### src/rtl/dmem_arbiter.sv
// Two-port round-robin arbiter in front of a single-ported data memory.
// One access in flight at a time: grant -> issue -> respond, or grant -> error response.
module dmem_arbiter #(
  parameter int unsigned ADDR_W = 32,
  parameter int unsigned DATA_W = 32,
  parameter int unsigned CNT_W  = 16
) (
  input  logic              clk,
  input  logic              RESET_N,
  input  logic              cpu_req,
  input  logic              cpu_wr,
  input  logic [ADDR_W-1:0] cpu_adr,
  input  logic [DATA_W-1:0] cpu_wd,
  output logic              cpu_ack,
  output logic              cpu_err,
  output logic [DATA_W-1:0] cpu_rdata,
  output logic              cpu_stall,
  input  logic              ext_req,
  input  logic              ext_wr,
  input  logic [ADDR_W-1:0] ext_adr,
  input  logic [DATA_W-1:0] ext_wd,
  output logic              ext_ack,
  output logic              ext_err,
  output logic [DATA_W-1:0] ext_rdata,
  output logic [ADDR_W-1:0] mem_adr,
  output logic [DATA_W-1:0] mem_wd,
  output logic              mem_wr,
  output logic              mem_oe,
  input  logic [DATA_W-1:0] mem_rd,
  output logic [CNT_W-1:0]  cpu_gnt_cnt,
  output logic [CNT_W-1:0]  ext_gnt_cnt
);

  typedef enum logic [2:0] {
    IDLE,
    CPU_ISS,
    CPU_RSP,
    EXT_ISS,
    EXT_RSP,
    ERR_RSP
  } state_t;

  state_t state, state_nxt;

  // last_ext also identifies the owner of ERR_RSP: it always holds the most recent grant.
  logic              last_ext;
  logic              sel_ext;
  logic              grant;
  logic              gnt_ok;
  logic              gnt_wr;
  logic [ADDR_W-1:0] gnt_adr;
  logic [DATA_W-1:0] gnt_wd;

  always_comb begin
    sel_ext = ext_req && (!cpu_req || !last_ext);
    gnt_wr  = sel_ext ? ext_wr  : cpu_wr;
    gnt_adr = sel_ext ? ext_adr : cpu_adr;
    gnt_wd  = sel_ext ? ext_wd  : cpu_wd;
    gnt_ok  = (gnt_adr[1:0] == 2'b00);
  end

  always_ff @(posedge clk or negedge RESET_N) begin
    if (!RESET_N) state <= IDLE;
    else          state <= state_nxt;
  end

  always_comb begin
    state_nxt = state;
    grant     = 1'b0;
    unique case (state)
      IDLE: begin
        if (cpu_req || ext_req) begin
          grant = 1'b1;
          if (!gnt_ok)      state_nxt = ERR_RSP;
          else if (sel_ext) state_nxt = EXT_ISS;
          else              state_nxt = CPU_ISS;
        end
      end
      CPU_ISS: state_nxt = CPU_RSP;
      EXT_ISS: state_nxt = EXT_RSP;
      CPU_RSP, EXT_RSP, ERR_RSP: state_nxt = IDLE;
      default: state_nxt = IDLE;
    endcase
  end

  always_ff @(posedge clk or negedge RESET_N) begin
    if (!RESET_N) begin
      last_ext    <= 1'b1;
      mem_adr     <= '0;
      mem_wd      <= '0;
      mem_wr      <= 1'b0;
      mem_oe      <= 1'b0;
      cpu_rdata   <= '0;
      ext_rdata   <= '0;
      cpu_gnt_cnt <= '0;
      ext_gnt_cnt <= '0;
    end else begin
      mem_wr <= 1'b0;
      mem_oe <= 1'b0;
      if (grant) begin
        last_ext <= sel_ext;
        if (gnt_ok) begin
          mem_adr <= gnt_adr;
          mem_wd  <= gnt_wd;
          mem_wr  <= gnt_wr;
          mem_oe  <= !gnt_wr;
        end
      end
      if (state == CPU_ISS && mem_oe) cpu_rdata <= mem_rd;
      if (state == EXT_ISS && mem_oe) ext_rdata <= mem_rd;
      if (state == CPU_RSP && cpu_gnt_cnt != '1) cpu_gnt_cnt <= cpu_gnt_cnt + 1'b1;
      if (state == EXT_RSP && ext_gnt_cnt != '1) ext_gnt_cnt <= ext_gnt_cnt + 1'b1;
    end
  end

  always_comb begin
    cpu_err   = (state == ERR_RSP) && !last_ext;
    ext_err   = (state == ERR_RSP) &&  last_ext;
    cpu_ack   = (state == CPU_RSP) || cpu_err;
    ext_ack   = (state == EXT_RSP) || ext_err;
    cpu_stall = cpu_req && !cpu_ack;
  end

endmodule

### config.mk
export PLATFORM = sky130hd
export DESIGN_NAME = dmem_arbiter
export DESIGN_NICKNAME = d
export VERILOG_FILES = /design/src/rtl/dmem_arbiter.sv
export SDC_FILE = /design/constraint.sdc
export NUM_CORES = 1
export LEC_CHECK = 0
export ABC_CLOCK_PERIOD_IN_PS = 4300
export CAP_MARGIN = 5
export CORE_AREA = 2 2 222 136
export DETAILED_ROUTE_END_ITERATION = 10
export DIE_AREA = 0 0 224 138
export SYNTH_ARGS = -nofsm -noshare
export SYNTH_HDL_FRONTEND = slang
export SYNTH_SLANG_ARGS = --single-unit
export TNS_END_PERCENT = 50
### constraint.sdc
create_clock -name clk -period 4.3 [get_ports clk]
set_input_delay 1.29 -clock clk [delete_from_list [all_inputs] [get_ports clk]]
set_output_delay 1.29 -clock clk [all_outputs]
set_load 0.05 [all_outputs]
After elaboration in Yosys (flattened, before gate mapping)
Cells that the tools add are included.

Add/sub/neg operators: 2. Equal/unequal tests: 8. Muxes and demuxes: 13. Reduce and logical (&&, ||, !) cells: 19.

Operators by type and width (number): 32-bit two-way mux (2); 16-bit by 1-bit adder with 16-bit output (second input constant) (2); 16-bit != test (second input constant) (2); 3-bit case mux with 3 select lines (1); 1-bit logical AND (8); 1-bit two-way mux (7); 3-bit by 2-bit == test with 1-bit output (second input constant) (2); 3-bit == test (second input constant) (2); 3-bit two-way mux (2); 1-bit zero test (4); 1-bit logical OR (4); 3-bit by 1-bit == test with 1-bit output (second input constant) (1); 3-bit zero test (1); 2-bit zero test (1); 2-bit two-way mux (1); 2-bit != test (second input constant) (1); 2-bit AND reduction (1).

Flip-flop bits (word level): 166. Bits of input ports: 166. Logic and storage cells: 52.

Logic depth before layout (Yosys ltp)
Gate-level depths: netlist (run 1).

Depth in word-level cells: 8. Depth in mapped cells: 9.

Worst setup path after synthesis (run 1)
OpenSTA, ideal clock, no wires.

Path type: register to output. Start: reg state[1]. End: out cpu_stall. Arrival: 2.424 ns. Required time: 3.010 ns. Path slack: 0.586 ns. Cell stages (with the launch flop): 6. Buffers on the path: 1. Cells stage by stage: dfrtp_1 > buf_4 > nor2b_1 > nand2_1 > o21ai_0 > nor2_1.

Longest elaborated chain between the ends: 5. Elaborated cells on any way between the ends: 6.

RTL lines: start: declaration (RTL line 43) `state_t state, state_nxt;`; start signal: assignment (RTL line 64) `else state <= state_nxt;`; 3-bit == test (RTL line 117) `cpu_err = (state == ERR_RSP) && !last_ext;`; 1-bit logical AND (RTL line 117); 1-bit logical OR (*) (RTL line 119) `cpu_ack = (state == CPU_RSP) || cpu_err;`; named net cpu_ack (RTL line 14) `output logic cpu_ack,`; 1-bit zero test (*) (RTL line 121) `cpu_stall = cpu_req && !cpu_ack;`; 1-bit logical AND (*) (RTL line 121); end: declaration (RTL line 17) `output logic cpu_stall,`.

The timed path passes the listed nets; every way through them passes the cells marked *.

Worst setup path after layout (run 1)
Start: reg state[0]. End: out cpu_ack.

Longest elaborated chain between the ends: 3. Elaborated cells on any way between the ends: 4.

RTL lines (RTL line): 3-bit == test (117); 1-bit logical AND (117); 1-bit logical OR (*) (119); end: declaration (14).

Every way passes the cells marked *; elsewhere a longest branch is shown, timed or not.

==> results.md, run 1 <==
- Outcome: complete, no violations
- Setup Viol. Count Final: 0
- Hpwl dp: ~16 mm
- Setup TNS Final: 0 ns
- CTS tree: built
- Setup Slack @ Placement: between 0.7 and 0.8 ns
- I/O pin total: ~330
- Syn Area/Cell: roughly 12 µm²
- Met3 WL: 1.601 mm
- Hold Path Origin: mem_adr[29]
- CTS buffer count: 17
- Crit end category: primary output
- Floorplan core area: ~0.029 mm²
- Final WS setup: 0.6309 ns
- NumNets Final: 1082
- Final hold vios: 0
- RSZ-0062 raised after global routing: no
- Commonest non-fill, non-tap cell in the layout: clkdlybuf4s50_1
- Reg2reg start: state[0]
- Sequential share of the synthesized area: slightly below 60%
- Max Used Layer: met4
- Clock slew seen by the registers of the worst setup and hold paths: 0.07 ns
- Worst-path fanout max: 9
- Synth unique cells: 39
- Die height: 138 µm
- Grt ovf: 0
- Vias per cell: between 4 and 5
- Clock skew: between 0.01 and 0.015 ns
- Final Wtd Congestion: 0.7689
- Yosys warning count: 0
- Layout Utilization: between 30% and 40%
- Drt pass-1 iters: 4
- Avg WL per Cell: 16.06 µm
- Pins Over Slew Limit: 0
- Initial antenna violation count: 0
- Worst setup path start: state[0]
- GRT Resource Usage Total: 13.84%
- Vias: about 5500
- Die area: about 0.031 mm²
- Largest net degree at the start of global routing: 129
- Clock sink count: 166
- Port Buffer Count: between 300 and 400
- Max H-tree Level: 4
- Critical Path Start Type: flop
- Syn_nets: about 760
- Num rows: 49
- Slowest cell on crit path: clkdlybuf4s50_1
- Post-synth EDFFs: 0
- Least-Margin Pin Slew: between 0.9 and 1 ns
- Post CTS Setup Buffer Count: 0
- Most frequent cells in the layout: clkdlybuf4s50_1, dfrtp_1, nand2_1, mux2_2, mux2i_1
- Worst-Skew Late Latency: around 0.44 ns
- Worst Path Buf+Inv: 1
- Wire length of the first global-routing pass: approximately 33 mm
- Final ANT Viol Nets: 0
- Synth area leaders: dfrtp_1, mux2_2, mux2i_1
- P_leak: between 4 and 5 nW
- Number of global-route vias before repair: between 5000 and 6000
- Share of the synthesized area in the top cell type: around 58%
- FF+latch count, synth: between 150 and 200
- Cell Area, Synth: slightly above 0.007 mm²
- ANT cells: 0
- DRC Markers: 0
- HP Class: reg -> reg
- Final period util: roughly 85%
- Hold WS: around 0.48 ns
- Fmax: between 0.2 and 0.3 GHz
- Area grow syn2layout: 59.94%
- Worst vdd ir: 0.0003324 V
- Routed wl met2: around 9.5 mm
- Power per standard cell area: between 700 and 800 mW/mm²
- Largest area contributor in the netlist: dfrtp_1
- WP data arrival: between 2 and 2.5 ns
- Primary FF master, synth: dfrtp_1
- Post-Route M1 WL: 9.683 mm
- Max stage delay on crit path: about 0.87 ns
- Final min period: 3.669 ns
- Initial Util: between 20% and 30%
- Final Total Pwr: between 8 and 9 mW
- Final Routed Wirelength: about 21 mm
- Async SR Flop Fraction: 100.0%
- Relative slew slack: 37.37%
- Detailed router's first-iteration violation count: approximately 300
- CTS Hold Bufs: 0
- CTS Buffer Depth: 2
- Crit Path Class: reg -> out
- Crit path required time: about 3 ns
- MaxCap Viol Count: 0
- Share of cells above drive strength 1: 12.53%
- Die width: ~220 µm
- Post-Syn Instances: 589
- PostCTS Resize Cnt: 0
- Clk root buf: clkbuf_16
- Worst-path cell chain: nor2b_1 > nand2_1 > o21ai_0 > clkdlybuf4s50_1
- Critical path's top delay family: buffers and inverters
[per-stage QoR]
stage               area (µm²)  cells
finish                   11410   1308
global route             11410   1308
CTS                      11410   1308
detailed placement       10830   1277
global placement         10830   1277
floorplan                 7133    589
[cell usage after synthesis, types with 3 or more instances]
cell        n
buf_6       6
xor2_1      7
buf_4       4
nand3_1    14
mux2_2     65
nor3_1      6
buf_2      13
clkbuf_1    7
nand2_1    79
dfrtp_1   165
inv_1       5
and3_1      3
mux2i_1    64
o21ai_1    20
nor3_2      3
and2_1      3
xnor2_1    21
nand4_1    11
o21ai_0    44
nor2_1     21
[kinds of logic after synthesis]
kind of cell,Yosys count,synth area share (%)
multiplexers,129,19.24
buffers and inverters,37,3.052
flip-flops,166,58.25
XOR/XNOR,28,3.438
AND/OR/NAND/NOR,156,10.38
adder cells (fa/ha/maj),2,0.3508
AO/OA/AOI/OAI,71,5.280
[path summary, 6_finish.rpt]
check	to	slack, ns	depth (start not counted)
setup / recovery	cpu_ack	0.63	4
hold / removal	mem_adr[29]	0.48	2
setup reg to reg	cpu_rdata[6]	2.18	3
hold reg to reg	mem_adr[29]	0.48	2
max in group asynchronous	ext_rdata[15]	2.64	2
min in group asynchronous	mem_wd[12]	0.84	1
[worst reg2reg max path: cells and delay by family, from the launching register on]
family / cells / cell delay (ns)
flip-flops: 1 / 0.49
multiplexers: 1 / 0.46
AND/OR/NAND/NOR: 2 / 1.05
[layer usage]
metal | global-route usage (%) | vias to the layer above
li1 | - | 2687
met1 | 18.11 | 2617
met2 | 21.43 | 193
met3 | 5.080 | 14
met4 | 4.105 | 0
met5 | 0 | -
[sequential cells by signal, summed over array words and instances (netlist names)]
| register | count |
|---|---|
| cpu_rdata | 32 |
| ext_rdata | 32 |
| mem_adr | 32 |
| mem_wd | 32 |
| cpu_gnt_cnt | 16 |
| ext_gnt_cnt | 16 |
| state | 3 |
| last_ext | 1 |
| mem_oe | 1 |
| mem_wr | 1 |
[report_power, final]
part           switching (mW)  total, mW  leakage [nW]  internal (mW)
sequential              0.338       2.44          2.12           2.10
combinational            2.69       4.11          2.45           1.42
clock                   0.663       1.52         0.274          0.858
total                    3.69       8.07          4.84           4.38
[cell type report]
cell class                      instances  area [µm²]
Tap cell                              382       478.0
Clock inverter                         14       151.4
Timing Repair Buffer                  338        3405
Multi-Input combinational cell        386        2775
Inverter                                5       18.77
Fill cell                            2879       17840
Clock buffer                           17       425.4
Sequential cell                       166        4155
No activity file was read; power rests on OpenSTA's default activity.
==> run 2, diff against run 1 <==
--- a/config.mk
+++ b/config.mk
@@ -7,9 +7,9 @@
 export LEC_CHECK = 0
 export ABC_CLOCK_PERIOD_IN_PS = 4300
 export CAP_MARGIN = 5
-export CORE_AREA = 2 2 222 136
+export CORE_AREA = 2 2 172 174
 export DETAILED_ROUTE_END_ITERATION = 10
-export DIE_AREA = 0 0 224 138
+export DIE_AREA = 0 0 174 176
 export SYNTH_ARGS = -nofsm -noshare
 export SYNTH_HDL_FRONTEND = slang
 export SYNTH_SLANG_ARGS = --single-unit
==> run 2 against run 1 <==
Clock skew up 0.0021 ns. Via count up 0.64%. Largest power group unchanged. Core utilization grew 0.97 points. Setup slack lost 0.0040 ns. Die area is 0.93% lower. Sequential power barely moved. Clock power decreased by 4%. Worst hold slack got worse by 0.0021 ns. Combinational power is essentially flat. Final cell count is 0.46% higher.
==> results.md, run 2 (synthesis gave the netlist of run 1 again) <==
- Commonest non-fill, non-tap cell in the layout: clkdlybuf4s50_1
- Drt pass-1 iters: 4
- Power per standard cell area: 698.8 mW/mm²
- Final period util: approximately 85%
- CTS Buffer Depth: 2
- Final hold vios: 0
- Most frequent cells in the layout: clkdlybuf4s50_1, dfrtp_1, nand2_1, mux2_2, mux2i_1
- Area grow syn2layout: 60.02%
- Final min period: ~3.7 ns
- Initial antenna violation count: 0
- Die area: 0.03062 mm²
- Worst vdd ir: approximately 0.00025 V
- ANT cells: 0
- Multi-input logic area: about 0.0028 mm²
- CTS Hold Bufs: 0
- Worst-path fanout max: 9
- Layout Utilization: between 30% and 40%
- Final WS setup: roughly 0.63 ns
- Relative slew slack: around half
- Clk root buf: clkbuf_16
- Hold Path Origin: mem_wd[25]
- Wire length of the first global-routing pass: between 30 and 40 mm
- Hpwl dp: 15.30 mm
- FF/Latch Area: just over 0.004 mm²
- Num rows: 62
- MaxCap Viol Count: 0
- Post CTS Setup Buffer Count: 0
- Avg WL per Cell: ~16 µm
- Final ANT Viol Nets: 0
- Final Total Pwr: 7.977 mW
- Largest net degree at the start of global routing: 80
- Grt ovf: 0
- Crit Path Class: reg -> out
- DRC Markers: 0
- Max H-tree Level: 4
- Outcome: complete, no violations
- PostCTS Resize Cnt: 0
- Port Buffer Count: around 330
- Detailed router's first-iteration violation count: between 200 and 300
- Share of cells above drive strength 1: about an eighth
- Least-Margin Pin Slew: between 0.7 and 0.8 ns
- Worst setup path start: state[0]
- RSZ-0062 raised after global routing: no
- Worst-Skew Late Latency: roughly 0.42 ns
- Critical Path Start Type: flop
- Vias per cell: between 4 and 5
- Clock sink count: between 150 and 200
- Fmax: 0.2722 GHz
- GRT Resource Usage Total: between 10% and 20%
- Clock skew: about 0.014 ns
- CTS buffer count: 17
- Die height: roughly 180 µm
- Die width: around 170 µm
- P_leak: slightly below 5 nW
- Number of fill cells: about 2800
- Initial Util: approximately a quarter
- CTS tree: built
- WP data arrival: 2.38 ns
- HP Class: reg -> reg
- Setup Viol. Count Final: 0
- Pins Over Slew Limit: 0
- Setup Slack @ Placement: between 0.7 and 0.8 ns
- Clock slew seen by the registers of the worst setup and hold paths: 0.07 ns
- Number of global-route vias before repair: roughly 5800
- Floorplan core area: between 0.02 and 0.03 mm²
- Final Routed Wirelength: between 20 and 25 mm
- Crit path required time: approximately 3.0 ns
- I/O pin total: around 330
- NumNets Final: approximately 1100
- Setup TNS Final: 0 ns
- Reg2reg start: state[2]
- Vias: 5546
- Crit end category: primary output
- Final Wtd Congestion: between 0.7 and 0.8
==> run 2: changes by cell type in the layout (fill, tap and decap cells not counted), sizes merged <==
| cell | delta |
|---|---|
| clkinvlp | -3 |
| bufinv | -2 |
| clkinv | +2 |
| buf | +3 |
| inv | +2 |
| clkbuf | +2 |
==> run 2: critical path, cell delays in order, from the launching register on <==
cell	delay (ns)
dfrtp_1	0.50
nor2b_1	0.26
nand2_1	0.10
o21ai_0	0.25
clkdlybuf4s50_1	0.85
==> run 2: area by class of cell <==
cell class | count | share of cell area (%)
clock buffers | 19 | 3.880
clock inverters | 13 | 1.019
inverters | 5 | 0.1644
multi-input cells | 386 | 24.30
flip-flops and latches | 166 | 36.40
well taps | 384 | 4.209
repair buffers | 341 | 30.02
==> run 2: per-stage QoR <==
stage          instances  instance area (µm²)  hold WS, ns
3_3_place_gp        1282                10860       0.4599
4_1_cts             1314                11410       0.4858
3_5_place_dp        1282                10860       0.4697
6_report            1314                11410       0.4745
2_1_floorplan        589                 7133       0.5160
5_1_grt             1314                11410       0.5043
==> run 2: final timing paths <==
check | slack [ns] | endpoint | cells after the start
setup / recovery | 0.63 | cpu_ack | 4
hold / removal | 0.47 | mem_wd[25] | 2
setup reg to reg | 2.38 | mem_adr[25] | 6
hold reg to reg | 0.47 | mem_wd[25] | 2
max in group asynchronous | 2.50 | ext_rdata[23] | 2
min in group asynchronous | 0.91 | cpu_gnt_cnt[5] | 1
==> run 2: where the power goes <==
group,switching (mW),internal [mW],total [mW]
clock,0.681,0.776,1.46
sequential,0.342,2.10,2.44
combinational,2.66,1.42,4.08
total,3.68,4.30,7.98
==> run 2: routing by layer <==
metal	vias to the layer above	routed length, µm	GRT usage (%)
met5	-	0	0
met4	0	138	2.591
met3	9	1625	5.017
met2	223	9787	22.43
met1	2611	8890	16.73
li1	2703	-	-
==> run 3, diff against run 2 <==
--- a/config.mk
+++ b/config.mk
@@ -10,6 +10,7 @@
 export CORE_AREA = 2 2 172 174
 export DETAILED_ROUTE_END_ITERATION = 10
 export DIE_AREA = 0 0 174 176
+export REMOVE_ABC_BUFFERS = 1
 export SYNTH_ARGS = -nofsm -noshare
 export SYNTH_HDL_FRONTEND = slang
 export SYNTH_SLANG_ARGS = --single-unit
==> run 3 against run 2 <==
Final cell count about the same. First-iteration DRC count decreased by 39%. Setup slack better by 0.068 ns. Critical path depth did not move. Final area increased by 0.58%. Clock power up 8%. Via count about the same. Critical path type unchanged. Wire length is 2.8% lower. Power increased by 1.3%. Die area unchanged.
==> results.md, run 3 (synthesis gave the netlist of run 1 again) <==
- Worst-path fanout max: 9
- Power per standard cell area: about 700 mW/mm²
- HP Class: reg -> reg
- Share of cells above drive strength 1: about an eighth
- Drt pass-1 iters: 4
- Switching Share: 45.26%
- Layout Utilization: between 40% and 50%
- Crit path required time: roughly 3 ns
- Least-Margin Pin Slew: around 0.75 ns
- Initial Util: between 20 and 25%
- Detailed router's first-iteration violation count: 161
- Max H-tree Level: 4
- Most frequent cells in the layout: clkdlybuf4s50_1, dfrtp_1, nand2_1, mux2_2, mux2i_1
- Avg WL per Cell: 15.11 µm
- Num rows: just over 60
- WP data arrival: around 2.3 ns
- NumNets Final: roughly 1100
- Final WS setup: just under 0.7 ns
- CTS tree: built
- Initial antenna violation count: 0
- Clock power share: slightly below 20%
- Pint: roughly 4.4 mW
- Worst-Skew Late Latency: between 0.4 and 0.5 ns
- Post CTS Setup Buffer Count: 0
- Number of fill cells: around 2800
- Area grow syn2layout: 60.95%
- Final Routed Wirelength: between 15 and 20 mm
- Largest net degree at the start of global routing: 78
- ANT cells: 0
- Die area: a little over 0.03 mm²
- Reg2reg start: last_ext
- Hold Path Origin: mem_adr[28]
- Hold WS: 0.4768 ns
- Clock skew: 0.01484 ns
- Final hold vios: 0
- CTS buffer count: 17
- Final min period: 3.605 ns
- Crit Path Class: reg -> out
- P_leak: just under 5 nW
- Setup Slack @ Placement: 0.7792 ns
- Die height: 176 µm
- Pins Over Slew Limit: 0
- Setup TNS Final: 0 ns
- Wire length of the first global-routing pass: 31.40 mm
- Vias: roughly 5500
- CTS Hold Bufs: 0
- DRC Markers: 0
- Hpwl dp: roughly 15 mm
- Number of global-route vias before repair: between 5000 and 6000
- Seq pwr share: between 30 and 40%
- PostCTS Resize Cnt: 0
- Commonest non-fill, non-tap cell in the layout: clkdlybuf4s50_1
- Final ANT Viol Nets: 0
- Final Wtd Congestion: about 0.75
- Relative slew slack: 50.08%
- Die width: 174 µm
- Fmax: roughly 0.28 GHz
- Worst vdd ir: around 0.00027 V
- Final Total Pwr: roughly 8.1 mW
- Worst setup path start: state[0]
- Final period util: between 80% and 90%
- I/O pin total: ~330
- Floorplan core area: between 0.02 and 0.03 mm²
- Vias per cell: between 4 and 5
- Psw: 3.656 mW
- Setup Viol. Count Final: 0
- Combinational Power Share: about half
- Critical Path Start Type: flop
- CTS Buffer Depth: 2
- Outcome: complete, no violations
- Port Buffer Count: between 300 and 400
- Clock slew seen by the registers of the worst setup and hold paths: approximately 0.07 ns
- Clock sink count: around 170
- Crit end category: primary output
- Grt ovf: 0
- RSZ-0062 raised after global routing: no
- Clk root buf: clkbuf_16
- MaxCap Viol Count: 0
- GRT Resource Usage Total: roughly an eighth
==> run 3: cell types whose count changed in the layout (fill, tap and decap cells not counted), sizes merged <==
cell and delta:
buf +1, bufinv +2, clkinv -2
==> run 3: worst paths after layout <==
| path | end | slack (ns) | depth (start not counted) |
|---|---|---|---|
| worst min register to register | mem_adr[28] | 0.48 | 2 |
| worst max register to register | mem_wd[8] | 2.39 | 5 |
| min in group asynchronous | cpu_rdata[6] | 0.88 | 1 |
| worst max-delay path | cpu_ack | 0.70 | 4 |
| max in group asynchronous | mem_wd[22] | 2.62 | 2 |
| worst min-delay path | mem_adr[28] | 0.48 | 2 |
==> run 3: metrics by stage <==
step,cell area (µm²),cells
3_3_place_gp,10880,1283
5_1_grt,11480,1315
6_report,11480,1315
2_1_floorplan,6934,557
4_1_cts,11480,1315
3_5_place_dp,10880,1283
==> run 3: worst max-delay path, stage by stage (launching register included) <==
cell and delay, ns:
dfrtp_1 0.49, nor2b_1 0.25, nand2_1 0.09, o21ai_0 0.23, clkdlybuf4s50_1 0.85
==> run 3: layout make-up <==
type / count / area (µm²) / area share (%)
clock inverter: 13 / 162.7 / 1.417
tap: 384 / 480.5 / 4.185
clock buffer: 19 / 442.9 / 3.858
timing repair buffer: 342 / 3447 / 30.02
multi-input combinational: 386 / 2774 / 24.16
inverter: 5 / 18.77 / 0.1635
sequential: 166 / 4155 / 36.19
==> run 3: per-layer routing <==
| metal | GRT usage (%) | vias up | part of all wire (%) |
|---|---|---|---|
| met3 | 4.694 | 9 | 8.5 |
| met1 | 16.33 | 2597 | 44 |
| met4 | 3.396 | 0 | 0.84 |
| met2 | 21.73 | 237 | 47 |
| li1 | - | 2699 | - |
| met5 | 0 | - | 0 |
==> run 3: power by group through the flow <==
stage | Sequential [mW] | Combinational (mW) | Clock [mW]
2_1_floorplan | 4.24 | 0.809 | 0
6_report | 2.44 | 4.07 | 1.57
3_3_place_gp | 2.45 | 4.10 | 0
3_5_place_dp | 2.46 | 4.11 | 0
5_1_grt | 2.52 | 4.27 | 1.72
4_1_cts | 2.44 | 4.12 | 1.65
